==> src/rtl/timer_ctrl.sv <==
// -----------------------------------------------------------------------------
// timer_ctrl
//    Run / pause / lap / clear controller for a stopwatch built from chained
//    decade counters. Turns debounced button levels into single-cycle presses,
//    sequences a four-state FSM, divides clk by PRESCALE to produce count
//    enables, clears the counter chain on request and flags overflow.
//
// Parameters
//    PRESCALE   clk cycles per count tick, 1 .. 2**PS_W
//    PS_W       prescaler register width
//    AUTO_STOP  1: overflow carry pauses the watch, 0: keep running and wrap
//
// Ports
//    clk        in   system clock
//    rst_n      in   asynchronous active-low reset
//    btn_start  in   start/stop button level (debounced, synchronous)
//    btn_clear  in   clear button level (debounced, synchronous)
//    btn_lap    in   lap button level (debounced, synchronous)
//    carry_in   in   1-cycle carry from the most-significant decade stage
//    tick       out  1-cycle count enable to the least-significant stage
//    cnt_clr    out  1-cycle synchronous clear to the counter chain
//    disp_hold  out  1 while the display is frozen (LAP state)
//    state      out  00 IDLE, 01 RUN, 10 PAUSE, 11 LAP
//    ovf        out  sticky overflow flag
// -----------------------------------------------------------------------------
module timer_ctrl #(
   parameter int PRESCALE  = 50000,
   parameter int PS_W      = 16,
   parameter bit AUTO_STOP = 1'b1
) (
   input  logic       clk,
   input  logic       rst_n,
   input  logic       btn_start,
   input  logic       btn_clear,
   input  logic       btn_lap,
   input  logic       carry_in,
   output logic       tick,
   output logic       cnt_clr,
   output logic       disp_hold,
   output logic [1:0] state,
   output logic       ovf
);

   localparam logic [1:0] S_IDLE  = 2'b00;
   localparam logic [1:0] S_RUN   = 2'b01;
   localparam logic [1:0] S_PAUSE = 2'b10;
   localparam logic [1:0] S_LAP   = 2'b11;

   // Terminal prescaler count; PRESCALE may equal 2**PS_W, so PRESCALE-1 fits.
   localparam logic [PS_W-1:0] PS_MAX = PS_W'(PRESCALE - 1);

   logic [1:0]      state_q, state_d;
   logic [PS_W-1:0] ps_q, ps_d;
   logic            tick_q, tick_d;
   logic            clr_q, clr_d;
   logic            hold_q, hold_d;
   logic            ovf_q, ovf_d;
   logic            start_q, clear_q, lap_q;

   logic            press_start, press_clear, press_lap;
   logic            counting;
   logic [PS_W-1:0] ps_inc;

   // History registers reset to 1 so a button already held when reset
   // releases does not register as a press.
   assign press_start = btn_start & ~start_q;
   assign press_clear = btn_clear & ~clear_q;
   assign press_lap   = btn_lap   & ~lap_q;

   assign counting = (state_q == S_RUN) || (state_q == S_LAP);
   assign ps_inc   = (ps_q == PS_MAX) ? '0 : ps_q + PS_W'(1);

   always_comb begin
      state_d = state_q;
      ps_d    = ps_q;
      clr_d   = 1'b0;
      ovf_d   = ovf_q;

      // Within each state the highest-priority press that has a defined
      // action wins (clear > start > lap); presses with no action fall through.
      case (state_q)
         S_IDLE: begin
            ps_d = '0;
            if (press_clear) begin
               clr_d = 1'b1;
               ovf_d = 1'b0;
            end else if (press_start) begin
               state_d = S_RUN;
            end
         end
         S_RUN: begin
            ps_d = ps_inc;
            if (press_start) begin
               state_d = S_PAUSE;
            end else if (press_lap) begin
               state_d = S_LAP;
            end
         end
         S_PAUSE: begin
            // ps frozen so the partial period resumes after restart
            if (press_clear) begin
               state_d = S_IDLE;
               ps_d    = '0;
               clr_d   = 1'b1;
               ovf_d   = 1'b0;
            end else if (press_start) begin
               state_d = S_RUN;
            end
         end
         default: begin // S_LAP
            ps_d = ps_inc;
            if (press_start) begin
               state_d = S_PAUSE;
            end else if (press_lap) begin
               state_d = S_RUN;
            end
         end
      endcase

      // Overflow overrides any button transition when auto-stop is enabled.
      if (counting && carry_in) begin
         ovf_d = 1'b1;
         if (AUTO_STOP) begin
            state_d = S_PAUSE;
         end
      end
   end

   // Decided from the current state, so a tick decided on the edge that
   // leaves RUN/LAP is still delivered in the following cycle.
   assign tick_d = counting && (ps_q == PS_MAX);
   assign hold_d = (state_d == S_LAP);

   always_ff @(posedge clk or negedge rst_n) begin
      if (!rst_n) begin
         state_q <= S_IDLE;
         ps_q    <= '0;
         tick_q  <= 1'b0;
         clr_q   <= 1'b0;
         hold_q  <= 1'b0;
         ovf_q   <= 1'b0;
         start_q <= 1'b1;
         clear_q <= 1'b1;
         lap_q   <= 1'b1;
      end else begin
         state_q <= state_d;
         ps_q    <= ps_d;
         tick_q  <= tick_d;
         clr_q   <= clr_d;
         hold_q  <= hold_d;
         ovf_q   <= ovf_d;
         start_q <= btn_start;
         clear_q <= btn_clear;
         lap_q   <= btn_lap;
      end
   end

   assign tick      = tick_q;
   assign cnt_clr   = clr_q;
   assign disp_hold = hold_q;
   assign state     = state_q;
   assign ovf       = ovf_q;

endmodule

==> config.mk <==
export PLATFORM = sky130hd
export DESIGN_NAME = timer_ctrl
export DESIGN_NICKNAME = d
export VERILOG_FILES = /design/src/rtl/timer_ctrl.sv
export SDC_FILE = /design/constraint.sdc
export NUM_CORES = 1
export LEC_CHECK = 0
export CAP_MARGIN = 20
export CORE_ASPECT_RATIO = 1.75
export CORE_MARGIN = 5
export CORE_UTILIZATION = 55
export DETAILED_ROUTE_END_ITERATION = 16
export GPL_ROUTABILITY_DRIVEN = 0
export HOLD_SLACK_MARGIN = 0.06
export PLACE_DENSITY = 0.78
export RECOVER_POWER = 100
export SKIP_CTS_REPAIR_TIMING = 1
export SYNTH_ARGS = -nofsm -noshare
export SYNTH_HDL_FRONTEND = slang
export SYNTH_SLANG_ARGS = --single-unit
==> constraint.sdc <==
create_clock -name clk -period 2.6 [get_ports clk]
set_input_delay 0.52 -clock clk [delete_from_list [all_inputs] [get_ports clk]]
set_output_delay 0.52 -clock clk [all_outputs]
set_load 0.005 [all_outputs]
==> results.json <==
{
  "timing.final.crit_share_pct": 80.5,
  "final_nets": 150,
  "p_sw_mw": 0.213,
  "crit_arrival_ps": 2240,
  "grt_max_degree": 26,
  "cp_data_required_time_ps": 2740,
  "wire_per_inst_um": 16.5,
  "synth_top_family_by_area": "simple AND/OR/NAND/NOR gates",
  "multi_input_area_um2": 593,
  "synth_compound_area_share_pct": 18.8,
  "yosys_warnings": 0,
  "grt_antenna_before_repair": 0,
  "drive_gt1_share_pct": 7.04,
  "synth-simple-area-share_pct": 24.4,
  "clk_pin_slew_ps": 80,
  "dr.pass1.iters": 4,
  "htree_levels": 1,
  "crit_path_max_fanout": 25,
  "grt_pass1_vias": 1095,
  "hpwl_um": 2030,
  "numCtsBuffers": 3,
  "hold_viol": 0,
  "portBuffers": 11,
  "yosysTopAreaCell": "dfrtp_1",
  "vias_per_cell": 6.54,
  "die-area_um2": 3410,
  "ys.flop_type": "dfrtp_1",
  "clock_sinks": 25,
  "max-clock-path-buffers": 2,
  "synthAdderAreaFrac_pct": 0.984,
  "cp_num_cells": 4,
  "synth_mux_area_share_pct": 2.46,
  "synthArstFlopShare_pct": 100,
  "maxCapViolCount": 0,
  "core-area_um2": 2240,
  "power_density_nw_per_um2": 551,
  "vias": 1093,
  "avgSynthCellArea_um2": 9.63,
  "finalClockSkew_ps": 0.995,
  "grt_pass1_wl_um": 4750,
  "swShare_pct": 27.2,
  "ys_top_cells_by_area": "dfrtp_1 43%, dfstp_2 6.2%, nand4_1 4.4%, a21oi_1 4.3%, nand2_1 3.8%",
  "hold_depth": 1,
  "p_clk_share_pct": 29.3,
  "wirelength_um": 2760,
  "critPathMaxStageDelay_ps": 630,
  "yosysUniqueCellTypes": 37,
  "pre_cts_ws_ps": 507,
  "synthCells": 132,
  "ios": 12,
  "synth_top_area_share_pct": 43.3,
  "num_rows": 23,
  "critPathCaptureType": "register",
  "setup.worst_path.start_class": "register",
  "clk_latency_ps": 270,
  "synth_seq_area_share_pct": 49.5,
  "die_w_um": 46.3,
  "synthXorXnorAreaFrac_pct": 0,
  "relSlewSlack_pct": 13.7,
  "p_int_mw": 0.571,
  "initial_core_util_pct": 56.6,
  "rsz0062_at_grt": "no",
  "areaGrowthSynthToFinish_pct": 12.0,
  "combPwrFrac_pct": 13.4,
  "worst-path-buf-inv": 0,
  "fin_setup_tns_ps": 0,
  "num_antenna_cells": 0,
  "layout_min_cycle_time_ps": 2090,
  "worstHoldPathType": "reg -> reg",
  "slowest_stage": "o41a_4",
  "synthesis.area_um2": 1270,
  "regArea_um2": 629,
  "cts_root_buf": "clkbuf_8",
  "route.detailed.drc": 0,
  "tritoncts": "built",
  "fillCellCount": 186,
  "p_leak_nw": 0.593,
  "peakVddDrop_mv": 0.379,
  "seqPwrFrac_pct": 57.3,
  "synth_edf_count": 0,
  "setup_ws_ps": 508,
  "grtUsageTotal_pct": 18.9,
  "max_freq_mhz": 478,
  "reg2reg_depth": 4,
  "die_y_um": 73.6,
  "grt_overflow": 0,
  "slew_violations": 0,
  "outcome": "finished clean",
  "drt_iter0_drc": 45,
  "cp_cell_sequence": "or4b_4 > o41a_4 > a41oi_1 > a31oi_1",
  "path_class": "reg -> reg",
  "tightest_slew_ps": 1290,
  "ant_nets": 0,
  "critical_path.top_delay_family": "compound AO/OA/AOI/OAI gates",
  "ys_ff_latch": 25,
  "synthesis.nets": 139,
  "finalSetupViolations": 0
}
-- through the flow --
step | util (%) | area, um2 | std cells | hold WS (ps) | power [mW]
2_1_floorplan | - | 1270 | 132 | 224 | 0.519
3_3_place_gp | 61.6 | 1380 | 163 | 506 | 0.562
3_5_place_dp | 61.6 | 1380 | 163 | 506 | 0.568
4_1_cts | 63.6 | 1430 | 167 | 521 | 0.792
5_1_grt | 63.4 | 1420 | 167 | 534 | 0.821
6_report | 63.4 | 1420 | 167 | 526 | 0.785
-- final timing paths --
path,start,to,slack [ps]
max in group asynchronous,rst_n,ps_q[8]$_DFFE_PN0P_,780
hold reg to reg,ps_q[14]$_DFFE_PN0P_,ps_q[14]$_DFFE_PN0P_,530
setup reg to reg,ps_q[10]$_DFFE_PN0P_,ps_q[8]$_DFFE_PN0P_,510
hold / removal,ps_q[14]$_DFFE_PN0P_,ps_q[14]$_DFFE_PN0P_,530
setup / recovery,ps_q[10]$_DFFE_PN0P_,ps_q[8]$_DFFE_PN0P_,510
min in group asynchronous,rst_n,ps_q[13]$_DFFE_PN0P_,1050
-- per-layer routing --
layer | track usage, % | share of wire [%]
met1 | 22.0 | 40
met2 | 33.1 | 55
met3 | 2.45 | 3.1
met4 | 7.59 | 1.5
met5 | 0 | 0
-- cell usage in the layout (no fill, tap or decap) --
cell type	instances
o41a_4	1
or4b_4	1
or4_1	1
nor3_1	1
a21oi_1	11
a21boi_0	1
or2b_1	1
nand2_1	13
mux2_2	1
nand2b_1	2
ha_1	1
o311ai_0	1
dfstp_2	3
or4_2	1
inv_1	3
nand4_1	9
o21ai_0	7
a32oi_1	1
nor3b_1	1
nand3_1	8
and2_1	1
nor2b_1	1
clkdlybuf4s50_1	1
a41oi_1	2
clkbuf_8	3
clkbuf_1	2
or3_1	1
dlygate4sd3_1	10
dfrtp_1	22
nor2_1	10
a22o_1	1
o31ai_1	2
o211ai_1	2
o31a_1	1
nor4_1	3
a31oi_1	6
and3_1	3
mux2i_1	2
and4_1	1
-- registers in the layout (all words and copies together), names as in the netlist --
name       flops
ps_q          16
disp_hold      1
cnt_clr        1
start_q        1
ovf            1
tick           1
clear_q        1
lap_q          1
state          2
-- logic make-up after synthesis --
| group | Yosys count |
|---|---|
| and+or+nand+nor | 58 |
| AOI/OAI and AO/OA | 36 |
| DFF | 25 |
| buffers and inverters | 9 |
| muxes | 3 |
| adders and majority gates | 1 |
-- synth_stat cells, types with 2 or more instances --
cell type and count:
a21oi_1 11, a31oi_1 6, a41oi_1 2, and3_1 3
buf_6 2, clkbuf_1 4, dfrtp_1 22, dfstp_2 3
inv_1 3, mux2i_1 2, nand2_1 13, nand2b_1 2
nand3_1 8, nand4_1 9, nor2_1 10, nor4_1 3
o211ai_1 2, o21ai_0 7, o31ai_1 2
-- power groups by stage --
| stage | registers, mW | logic [mW] | clock network (mW) |
|---|---|---|---|
| after floorplan | 0.442 | 0.0775 | 0 |
| after global placement | 0.455 | 0.107 | 0 |
| after detailed placement | 0.456 | 0.112 | 0 |
| after CTS | 0.449 | 0.112 | 0.231 |
| after global routing | 0.454 | 0.118 | 0.249 |
| final | 0.449 | 0.105 | 0.230 |
-- final cells by class --
class | count | area share, %
clock buffer | 4 | 3.16
sequential | 25 | 44.2
multi-input combinational | 98 | 41.7
inverter | 3 | 0.791
timing repair buffer | 12 | 8.00
tap | 25 | 2.20
No activity file was read; power rests on OpenSTA's default activity.
